<file path="config.mk">
export PLATFORM = sky130hd
export DESIGN_NAME = rt_ibex_window_spill_ctrl
export DESIGN_NICKNAME = d
export VERILOG_FILES = /design/src/rtl/rt_ibex_window_spill_ctrl.sv
export SDC_FILE = /design/constraint.sdc
export NUM_CORES = 1
export LEC_CHECK = 0
export CAP_MARGIN = 20
export CORE_AREA = 2 2 125 127
export CTS_CLUSTER_DIAMETER = 150
export DETAILED_ROUTE_END_ITERATION = 12
export DIE_AREA = 0 0 127 129
export PLACE_DENSITY = 0.82
export SLEW_MARGIN = 20
export SYNTH_ARGS = -nofsm -noshare
export SYNTH_HDL_FRONTEND = slang
export SYNTH_SLANG_ARGS = --single-unit
</file>
<file path="constraint.sdc">
create_clock -name clk_i -period 4.1 [get_ports clk_i]
set_input_delay 1.025 -clock clk_i [delete_from_list [all_inputs] [get_ports clk_i]]
set_output_delay 1.025 -clock clk_i [all_outputs]
set_load 0.01 [all_outputs]
</file>
<file path="src/rtl/rt_ibex_window_spill_ctrl.sv">
// Register-window spill/fill sequencer: turns interrupt push / mret pop into window
// pointer moves, spilling the live window to a memory frame stack when hardware runs out.
module rt_ibex_window_spill_ctrl #(
    parameter int unsigned NumRegisterWindows = 4,
    parameter int unsigned WindowSize         = 7,
    parameter int unsigned MaxSpillFrames     = 8,
    parameter logic [31:0] SpillBase          = 32'h0000_1000
) (
    input  logic        clk_i,
    input  logic        rst_i,
    input  logic        push_i,
    input  logic        pop_i,
    output logic        busy_o,
    output logic        increment_ptr_o,
    output logic        decrement_ptr_o,
    output logic [4:0]  rf_raddr_o,
    input  logic [31:0] rf_rdata_i,
    output logic [4:0]  rf_waddr_o,
    output logic [31:0] rf_wdata_o,
    output logic        rf_we_o,
    input  logic [31:0] aux_mcause_i,
    input  logic [31:0] aux_mepc_i,
    output logic        csr_restore_o,
    output logic [31:0] csr_mcause_o,
    output logic [31:0] csr_mepc_o,
    output logic        data_req_o,
    input  logic        data_gnt_i,
    input  logic        data_rvalid_i,
    output logic        data_we_o,
    output logic [31:0] data_addr_o,
    output logic [31:0] data_wdata_o,
    input  logic [31:0] data_rdata_i,
    output logic [1:0]  hw_depth_o,
    output logic [3:0]  spill_cnt_o,
    output logic        err_o
);

    typedef enum logic [2:0] {
        S_IDLE,
        S_PTR,
        S_SPILL_REQ,
        S_SPILL_RESP,
        S_FILL_REQ,
        S_FILL_RESP,
        S_RESTORE
    } state_e;

    localparam logic [1:0]  MaxDepth    = 2'(NumRegisterWindows - 1);
    localparam logic [3:0]  MaxFrames   = 4'(MaxSpillFrames);
    localparam logic [3:0]  NumRegWords = 4'(WindowSize);
    localparam logic [3:0]  LastWord    = 4'(WindowSize + 1);
    localparam logic [31:0] FrameBytes  = 32'(4 * (WindowSize + 2));

    state_e      state_q, state_d;
    logic [1:0]  hw_depth_q, hw_depth_d;
    logic [3:0]  spill_cnt_q, spill_cnt_d;
    logic [3:0]  word_q, word_d;
    logic [31:0] mcause_q, mcause_d;
    logic [31:0] mepc_q, mepc_d;
    logic        busy_q, busy_d;
    logic        inc_q, inc_d;
    logic        dec_q, dec_d;
    logic        err_q, err_d;

    logic [3:0]  frame;
    logic [31:0] word_addr;

    // Word k of a frame holds x1, x5, x10, x11, x12, x13, x15, then mcause, mepc.
    function automatic logic [4:0] win_reg(input logic [3:0] w);
        case (w)
            4'd0:    return 5'd1;
            4'd1:    return 5'd5;
            4'd2:    return 5'd10;
            4'd3:    return 5'd11;
            4'd4:    return 5'd12;
            4'd5:    return 5'd13;
            default: return 5'd15;
        endcase
    endfunction

    // A fill reads back the topmost occupied frame; a spill writes the next free one.
    assign frame     = (state_q == S_FILL_REQ) ? spill_cnt_q - 4'd1 : spill_cnt_q;
    assign word_addr = SpillBase + {28'd0, frame} * FrameBytes + {26'd0, word_q, 2'b00};

    always_comb begin
        // NOTE: every signal written here gets a default first, so no path can infer a latch.
        state_d       = state_q;
        hw_depth_d    = hw_depth_q;
        spill_cnt_d   = spill_cnt_q;
        word_d        = word_q;
        mcause_d      = mcause_q;
        mepc_d        = mepc_q;
        inc_d         = 1'b0;
        dec_d         = 1'b0;
        err_d         = 1'b0;
        rf_raddr_o    = '0;
        rf_waddr_o    = '0;
        rf_wdata_o    = '0;
        rf_we_o       = 1'b0;
        csr_restore_o = 1'b0;
        data_req_o    = 1'b0;
        data_we_o     = 1'b0;
        data_addr_o   = '0;
        data_wdata_o  = '0;

        case (state_q)
            S_IDLE: begin
                if (push_i && pop_i) begin
                    err_d = 1'b1;
                end else if (push_i) begin
                    if (hw_depth_q < MaxDepth) begin
                        state_d = S_PTR;
                        inc_d   = 1'b1;
                    end else if (spill_cnt_q < MaxFrames) begin
                        state_d = S_SPILL_REQ;
                        word_d  = '0;
                    end else begin
                        err_d = 1'b1;
                    end
                end else if (pop_i) begin
                    if (spill_cnt_q != '0) begin
                        state_d = S_FILL_REQ;
                        word_d  = '0;
                    end else if (hw_depth_q != '0) begin
                        state_d = S_PTR;
                        dec_d   = 1'b1;
                    end else begin
                        err_d = 1'b1;
                    end
                end
            end

            S_PTR: begin
                // The registered pulse still shows which way the pointer moved.
                hw_depth_d = inc_q ? hw_depth_q + 2'd1 : hw_depth_q - 2'd1;
                state_d    = S_IDLE;
            end

            S_SPILL_REQ: begin
                data_req_o  = 1'b1;
                data_we_o   = 1'b1;
                data_addr_o = word_addr;
                if (word_q < NumRegWords) begin
                    rf_raddr_o   = win_reg(word_q);
                    data_wdata_o = rf_rdata_i;
                end else if (word_q == NumRegWords) begin
                    data_wdata_o = aux_mcause_i;
                end else begin
                    data_wdata_o = aux_mepc_i;
                end
                if (data_gnt_i) state_d = S_SPILL_RESP;
            end

            S_SPILL_RESP: begin
                if (data_rvalid_i) begin
                    if (word_q == LastWord) begin
                        spill_cnt_d = spill_cnt_q + 4'd1;
                        state_d     = S_IDLE;
                    end else begin
                        word_d  = word_q + 4'd1;
                        state_d = S_SPILL_REQ;
                    end
                end
            end

            S_FILL_REQ: begin
                data_req_o  = 1'b1;
                data_addr_o = word_addr;
                if (data_gnt_i) state_d = S_FILL_RESP;
            end

            S_FILL_RESP: begin
                if (data_rvalid_i) begin
                    if (word_q < NumRegWords) begin
                        rf_we_o    = 1'b1;
                        rf_waddr_o = win_reg(word_q);
                        rf_wdata_o = data_rdata_i;
                    end else if (word_q == NumRegWords) begin
                        mcause_d = data_rdata_i;
                    end else begin
                        mepc_d = data_rdata_i;
                    end
                    if (word_q == LastWord) begin
                        state_d = S_RESTORE;
                    end else begin
                        word_d  = word_q + 4'd1;
                        state_d = S_FILL_REQ;
                    end
                end
            end

            S_RESTORE: begin
                csr_restore_o = 1'b1;
                spill_cnt_d   = spill_cnt_q - 4'd1;
                state_d       = S_IDLE;
            end

            default: state_d = S_IDLE;
        endcase

        busy_d = (state_d != S_IDLE);
    end

    always_ff @(posedge clk_i) begin
        if (rst_i) begin
            state_q     <= S_IDLE;
            hw_depth_q  <= '0;
            spill_cnt_q <= '0;
            word_q      <= '0;
            mcause_q    <= '0;
            mepc_q      <= '0;
            busy_q      <= 1'b0;
            inc_q       <= 1'b0;
            dec_q       <= 1'b0;
            err_q       <= 1'b0;
        end else begin
            // NOTE: non-blocking updates keep every flop sampling pre-edge values.
            state_q     <= state_d;
            hw_depth_q  <= hw_depth_d;
            spill_cnt_q <= spill_cnt_d;
            word_q      <= word_d;
            mcause_q    <= mcause_d;
            mepc_q      <= mepc_d;
            busy_q      <= busy_d;
            inc_q       <= inc_d;
            dec_q       <= dec_d;
            err_q       <= err_d;
        end
    end

    assign busy_o          = busy_q;
    assign increment_ptr_o = inc_q;
    assign decrement_ptr_o = dec_q;
    assign err_o           = err_q;
    assign csr_mcause_o    = mcause_q;
    assign csr_mepc_o      = mepc_q;
    assign hw_depth_o      = hw_depth_q;
    assign spill_cnt_o     = spill_cnt_q;

endmodule
</file>
==> flow_metrics.env, run 1 <==
export IMPL_die_h_um=129
export IMPL_reg2reg_from="word_q[0]$_SDFFE_PP0P_"
export IMPL_hold_depth=2
export IMPL_slowest_delay_ns=0.56
export IMPL_overflow=0
export IMPL_core_area_um2=14980
export IMPL_grtUsageTotal_pct=19.42
export IMPL_switching_share_pct=23.57
export IMPL_worst_pin_slew_ns=0.8926
export IMPL_cts_sinks=81
export IMPL_min_period_over_period_pct=96.90
export IMPL_drive_gt1_share_pct=6.144
export IMPL_grt_pass1_wl_um=25940
export IMPL_hpwlAfterDp_um=13250
export IMPL_setup_viol_count_final=0
export IMPL_peakVddDrop_mv=0.2233
export IMPL_p_total_mw=1.977
export IMPL_ctsLongestPathBuffers=2
export IMPL_report_final_slew_viol_count=0
export IMPL_async_flop_share_pct=0
export IMPL_place_area_um2=7873
export IMPL_fin_nets=1090
export IMPL_cts_tree="yes"
export IMPL_grt_pass1_vias=4868
export IMPL_gr_usage_met2_pct=33.71
export IMPL_rows=45
export IMPL_ys_seq_area_share_pct=33.53
export IMPL_relSlewSlack_pct=40.49
export IMPL_crit_family="buffers and inverters"
export IMPL_hold_viol_final=0
export IMPL_ys_warn_count=0
export IMPL_post_route_drc_count=0
export IMPL_ctsHoldBuffers=0
export IMPL_fill_cells=1379
export IMPL_first_pass_iters=5
export IMPL_internal_power_mw=1.511
export IMPL_rrSetupSlack_ns=1.78
export IMPL_ios=318
export IMPL_numCtsBuffers=9
export IMPL_initial_utilization_pct=32.29
export IMPL_gr_max_usage_layer="met2"
export IMPL_grt_max_degree=51
export IMPL_cp_required_ns=3.07
export IMPL_crit_path_frequent_cell="xnor2_1"
export IMPL_rr_worst_depth=8
export IMPL_path_clk_slew_ns=0.06
export IMPL_power_density_nw_per_um2=239.9
export IMPL_fin_crit_ns=3.973
export IMPL_synth_edf_count=0
export IMPL_htreeDepth=3
export IMPL_place_inst=1115
export IMPL_via_count=5527
export IMPL_pwr_share_clk_pct=44.7
export IMPL_clock_latency_ns=0.33
export IMPL_p_comb_share_pct=14.3
export IMPL_crit_fanout=7
export IMPL_skew_ns=0.009574
export IMPL_synth_ff_type="dfxtp_1"
export IMPL_holdPathEnd="csr_mcause_o[29]$_SDFFE_PP0P_"
export IMPL_syn_area_um2=4836
export IMPL_viasPerCell=4.883
export IMPL_rsz0062_at_grt="true"
export IMPL_antenna_cells=0
export IMPL_place_gp_congestion=0.8420
export IMPL_p_leak_nw=3.172
export IMPL_grtUsageMet1_pct=25.03
export IMPL_p_seq_share_pct=41.0
export IMPL_syn_inst=670
export IMPL_worstHoldStart="csr_mcause_o[29]$_SDFFE_PP0P_"
export IMPL_die_area_um2=16380
export IMPL_cts_root_buffer="clkbuf_16"
export IMPL_first_iter_violations=304
export IMPL_stdcell_count=1132
export IMPL_reg2reg_to="csr_mcause_o[28]$_SDFFE_PP0P_"
export IMPL_use_met3_pct=3.784
export IMPL_grt_antenna_before_repair=0
export IMPL_slowest_stage="clkdlybuf4s50_1"
export IMPL_cap_violations=0
export IMPL_crit_type="register to primary output"
export IMPL_synth_cell_types=51
export IMPL_cp_end_kind="primary output"
export IMPL_ant_nets=0
export IMPL_synth_seq_cells=81
export IMPL_area_growth_pct=70.35
export IMPL_fin_util_pct=55.00
export IMPL_arrival_ns=2.95
export IMPL_fmax_ghz=0.2517
export IMPL_die_x_um=127
export IMPL_portBuffers=293
export IMPL_min_path_type="register to register"
export IMPL_crit_buf_inv=3
export IMPL_wirelength_um=17570
export IMPL_status="complete, no violations"
export IMPL_path_cells="nor3b_4, buf_4, xnor2_1, ha_1, inv_1, fa_1, nor2b_1, o21ai_1, nand2_1, xnor2_1, nor2_1, clkdlybuf4s50_1"
export IMPL_start_kind="register"
export IMPL_final_area_um2=8238
export IMPL_avgRoutedWirePerCell_um=15.52
export IMPL_power_switching_mw=0.4659
export IMPL_syn_avg_cell_area_um2=7.218
export IMPL_hold_worst_slack_ns=0.4524
-- through the flow --
| stage | setup WS (ns) | TNS [ns] |
|---|---|---|
| final | 0.1271 | 0 |
| after CTS | 0.03855 | 0 |
| after detailed placement | 0.1247 | 0 |
| after global routing | -0.06512 | -0.1237 |
| after floorplan | 0.4598 | 0 |
| after global placement | 0.1857 | 0 |
-- layout make-up --
class | instances | area (um^2) | area share, %
inverter | 15 | 56.30 | 0.6835
multi-input combinational | 517 | 2867 | 34.80
timing repair buffer | 315 | 3122 | 37.89
sequential | 81 | 1623 | 19.70
clock buffer | 9 | 225.2 | 2.734
tap | 188 | 235.2 | 2.855
clock inverter | 7 | 110.1 | 1.337
-- layout by cell type, fill, tap and decap left out, drive strengths merged, types with 3 or more instances in the layout --
| cell | n |
|---|---|
| a21o | 3 |
| a21oi | 106 |
| a22oi | 33 |
| a31oi | 3 |
| and3 | 36 |
| buf | 23 |
| clkbuf | 10 |
| clkdlybuf4s50 | 288 |
| conb | 24 |
| dfxtp | 81 |
| dlygate4sd2 | 3 |
| ha | 16 |
| inv | 18 |
| mux2 | 3 |
| nand2 | 178 |
| nand2b | 6 |
| nand3 | 4 |
| nand3b | 3 |
| nor2 | 33 |
| nor2b | 5 |
| nor3 | 6 |
| nor4 | 7 |
| nor4b | 3 |
| o21ai | 7 |
| xnor2 | 7 |
| xor2 | 8 |
-- synthesized netlist by cell type, drive strengths merged, types with 4 or more instances --
library cell / n / share of area, %
buf: 39 / 5.5
nor2: 33 / 2.6
nand2b: 6 / 0.78
inv: 15 / 1.2
ha: 16 / 4.1
nor4: 7 / 0.91
clkbuf: 41 / 3.2
nor3: 6 / 0.62
a22oi: 33 / 5.1
nand3: 4 / 0.41
and3: 36 / 4.7
nor2b: 5 / 0.65
o21ai: 7 / 0.72
dfxtp: 81 / 34
xnor2: 7 / 1.3
a21oi: 106 / 11
nand2: 178 / 14
xor2: 8 / 1.6
-- power groups by stage --
stage / sequential (mW) / combinational (mW) / clock, mW
2_1_floorplan: 0.828 / 0.113 / 0
3_3_place_gp: 0.827 / 0.278 / 0
3_5_place_dp: 0.827 / 0.279 / 0
4_1_cts: 0.810 / 0.281 / 0.909
5_1_grt: 0.811 / 0.302 / 0.942
6_report: 0.810 / 0.283 / 0.884
-- metal layers --
metal  up-vias  part of all wire, %
li1       2757                    -
met2       183                   50
met5         -                    0
met3        19                  5.6
met4         0                  1.5
met1      2568                   43
-- kinds of logic after synthesis --
group | Yosys count | synth area share (%)
compound gates | 163 | 19.92
buf+inv | 95 | 9.806
flops | 81 | 33.53
simple gates | 293 | 27.87
xor+xnor | 16 | 3.338
mux | 4 | 0.9055
fa+ha+maj | 17 | 4.554
other cells | 1 | 0.07755
-- sequential cells by signal, summed over array words and instances, names as in the netlist --
| register | count |
|---|---|
| err_o | 1 |
| csr_mcause_o | 32 |
| busy_o | 1 |
| word_q | 4 |
| increment_ptr_o | 1 |
| spill_cnt_o | 4 |
| decrement_ptr_o | 1 |
| hw_depth_o | 2 |
| state_q | 3 |
| csr_mepc_o | 32 |
-- worst reg2reg max path: cells and delay by family, from the launching register on --
family,cells,cell delay [ns]
buffers and inverters,2,0.71
AND/OR/NAND/NOR,4,0.59
flip-flops,1,0.46
adder cells (fa/ha/maj),1,0.31
AO/OA/AOI/OAI,1,0.15
-- how the worst max path moves through the flow --
stage / startpoint / end / slack [ns] / depth (start not counted)
floorplan: spill_cnt_o[0]$_SDFFE_PP0P_ / data_addr_o[10] / 0.46 / 9
global placement: state_q[0]$_SDFF_PP0_ / data_addr_o[9] / 0.19 / 10
detailed placement: state_q[0]$_SDFF_PP0_ / data_addr_o[9] / 0.12 / 10
CTS: spill_cnt_o[0]$_SDFFE_PP0P_ / data_addr_o[6] / 0.04 / 12
global route: state_q[2]$_SDFF_PP0_ / data_addr_o[6] / -0.07 / 12
finish: state_q[2]$_SDFF_PP0_ / data_addr_o[6] / 0.13 / 12
-- what timing repair did --
item	4_1_cts	5_1_grt
buffers inserted	1	0
gates resized for setup	4	8
pin swaps	0	1
setup endpoints to repair	4	5
Power figures use the tool's default switching activity.
==> run 2: changes to the inputs <==
--- a/config.mk
+++ b/config.mk
@@ -5,7 +5,7 @@
 export SDC_FILE = /design/constraint.sdc
 export NUM_CORES = 1
 export LEC_CHECK = 0
-export CAP_MARGIN = 20
+export CAP_MARGIN = 30
 export CORE_AREA = 2 2 125 127
 export CTS_CLUSTER_DIAMETER = 150
 export DETAILED_ROUTE_END_ITERATION = 12
==> results of run 2 <==
No change in the layout: final DEF, timing and power equal those of run 1.
==> run 3: changes to the inputs <==
--- a/config.mk
+++ b/config.mk
@@ -6,11 +6,11 @@
 export NUM_CORES = 1
 export LEC_CHECK = 0
 export CAP_MARGIN = 30
-export CORE_AREA = 2 2 125 127
+export CORE_MARGIN = 1.5
+export CORE_UTILIZATION = 33
 export CTS_CLUSTER_DIAMETER = 150
 export DETAILED_ROUTE_END_ITERATION = 12
-export DIE_AREA = 0 0 127 129
-export PLACE_DENSITY = 0.82
+export PLACE_DENSITY = 0.87
 export SLEW_MARGIN = 20
 export SYNTH_ARGS = -nofsm -noshare
 export SYNTH_HDL_FRONTEND = slang
==> constraint.sdc (replaced) <==
create_clock -name clk_i -period 3.2 [get_ports clk_i]
set_input_delay 0.8 -clock clk_i [delete_from_list [all_inputs] [get_ports clk_i]]
set_output_delay 0.8 -clock clk_i [all_outputs]
set_load 0.01 [all_outputs]
==> run 3 against run 2 <==
Net effect: the run now ends with setup timing left; critical path type unchanged; sequential cell count stayed put; critical path depth unchanged; worst hold slack gained 0.00061 ns.
==> flow_metrics.env, run 3 (synthesis results as in run 1) <==
export IMPL_grt_pass1_vias=5148
export IMPL_fmax_ghz=0.2714
export IMPL_overflow=0
export IMPL_final_common_cell="clkdlybuf4s50_1"
export IMPL_core_area_um2=14420
export IMPL_startpoint="state_q[1]$_SDFF_PP0_"
export IMPL_ctsLongestPathBuffers=2
export IMPL_hpwlAfterDp_um=13700
export IMPL_clock_latency_ns=0.33
export IMPL_die_x_um=124.1
export IMPL_ios=318
export IMPL_min_path_type="register to register"
export IMPL_initial_utilization_pct=33.53
export IMPL_highest_layer="met5"
export IMPL_fin_crit_ns=3.684
export IMPL_ant_nets=0
export IMPL_status="finished, violations left"
export IMPL_cp_required_ns=2.40
export IMPL_wl_met1_um=7813
export IMPL_grt_pass1_wl_um=27010
export IMPL_viasPerCell=5.017
export IMPL_antenna_cells=0
export IMPL_place_gp_congestion=0.8983
export IMPL_report_final_slew_viol_count=0
export IMPL_avgRoutedWirePerCell_um=16.55
export IMPL_power_density_nw_per_um2=292.0
export IMPL_setup_tns_final_ns=-2.079
export IMPL_hold_viol_final=0
export IMPL_first_iter_violations=310
export IMPL_worstHoldStart="csr_mcause_o[16]$_SDFFE_PP0P_"
export IMPL_stdcell_count=1169
export IMPL_cts_root_buffer="clkbuf_16"
export IMPL_violations="setup timing"
export IMPL_cts_tree="yes"
export IMPL_reg2reg_from="state_q[0]$_SDFF_PP0_"
export IMPL_hold_worst_slack_ns=0.4530
export IMPL_numCtsBuffers=9
export IMPL_drive_gt1_share_pct=13.20
export IMPL_crit_fanout=4
export IMPL_via_count=5865
export IMPL_cp_end_kind="primary output"
export IMPL_die_area_um2=15390
export IMPL_p_leak_nw=3.998
export IMPL_rsz0062_at_grt="true"
export IMPL_arrival_ns=2.88
export IMPL_first_pass_iters=5
export IMPL_fin_util_pct=60.46
export IMPL_path_clk_slew_ns=0.07
export IMPL_cap_violations=0
export IMPL_grtUsageTotal_pct=22.52
export IMPL_area_growth_pct=80.34
export IMPL_wirelength_um=19350
export IMPL_setup_viol_count_final=6
export IMPL_cts_sinks=81
export IMPL_portBuffers=293
export IMPL_ctsHoldBuffers=0
export IMPL_fin_nets=1131
export IMPL_htreeDepth=3
export IMPL_route_met3_wl_um=1311
export IMPL_start_kind="register"
export IMPL_layout_setup_ws_ns=-0.4840
export IMPL_place_ws_ns=-0.4763
export IMPL_met2_length_um=9906
export IMPL_final_cell_mix="211 x clkdlybuf4s50_1, 176 x nand2_1, 102 x a21oi_1, 75 x dfxtp_1, 59 x dlygate4sd2_1"
export IMPL_place_inst=1137
export IMPL_grt_max_degree=44
export IMPL_min_period_over_period_pct=115.1
export IMPL_crit_type="register to primary output"
export IMPL_rows=44
export IMPL_die_h_um=124.1
export IMPL_skew_ns=0.006889
export IMPL_post_route_drc_count=0
export IMPL_peakVddDrop_mv=0.2845
export IMPL_grt_antenna_before_repair=1
## run 3: cell count changes in the layout (fill, tap and decap cells not counted), sizes merged
cell	before	now
buf	23	68
bufbuf	0	1
clkbuf	10	11
clkdlybuf4s15	0	1
clkdlybuf4s50	288	211
clkinv	1	0
dlygate4sd2	3	59
dlymetal6s2s	0	14
inv	18	19
## run 3: worst max-delay path, stage by stage, from the launching register on
cell	delay, ns
dfxtp_2	0.34
nor3b_4	0.22
buf_4	0.15
buf_6	0.11
xnor2_4	0.13
buf_4	0.14
ha_2	0.27
ha_4	0.24
a21o_1	0.20
a31o_2	0.23
nor3b_2	0.16
mux2i_1	0.20
buf_2	0.17
## run 3: cell type report
class                      instances  area (um^2)
fill                            1232         5703
timing repair buffer             356         3477
multi-input combinational        517         2995
sequential                        81         1629
tap                              184        230.2
clock buffer                       9        225.2
clock inverter                     7        107.6
inverter                          15        56.30
## run 3: what timing repair did
action | 4_1_cts | 5_1_grt
gates resized for setup | 105 | 40
pin swaps | 8 | 11
setup endpoints to repair | 63 | 24
setup buffers | 8 | 5
gates cloned | 2 | 1
hold endpoints to repair | 0 | 0
## run 3: metrics by stage
stage               power (mW)  area, um^2
detailed placement       1.422        8097
CTS                      2.567        8518
global placement         1.420        8097
finish                   2.546        8721
global route             2.648        8721
floorplan                1.206        4942
## run 3: final timing paths
check                                  end  depth (start not counted)  slack, ns
max reg2reg  csr_mcause_o[14]$_SDFFE_PP0P_                         11       1.04
min          csr_mcause_o[16]$_SDFFE_PP0P_                          2       0.45
min reg2reg  csr_mcause_o[16]$_SDFFE_PP0P_                          2       0.45
max                         data_addr_o[9]                         12      -0.48
## run 3: power by group
part / internal, mW / leakage, nW / switching (mW)
Combinational: 0.216 / 3.18 / 0.150
Sequential: 1.02 / 0.656 / 0.0160
Clock: 0.700 / 0.160 / 0.441
Total: 1.94 / 4.00 / 0.608
## run 3: layer usage
layer,up-vias,track usage (%)
met5,-,0
met4,2,5.540
met3,30,3.892
met2,274,39.22
met1,2720,28.83
li1,2839,-
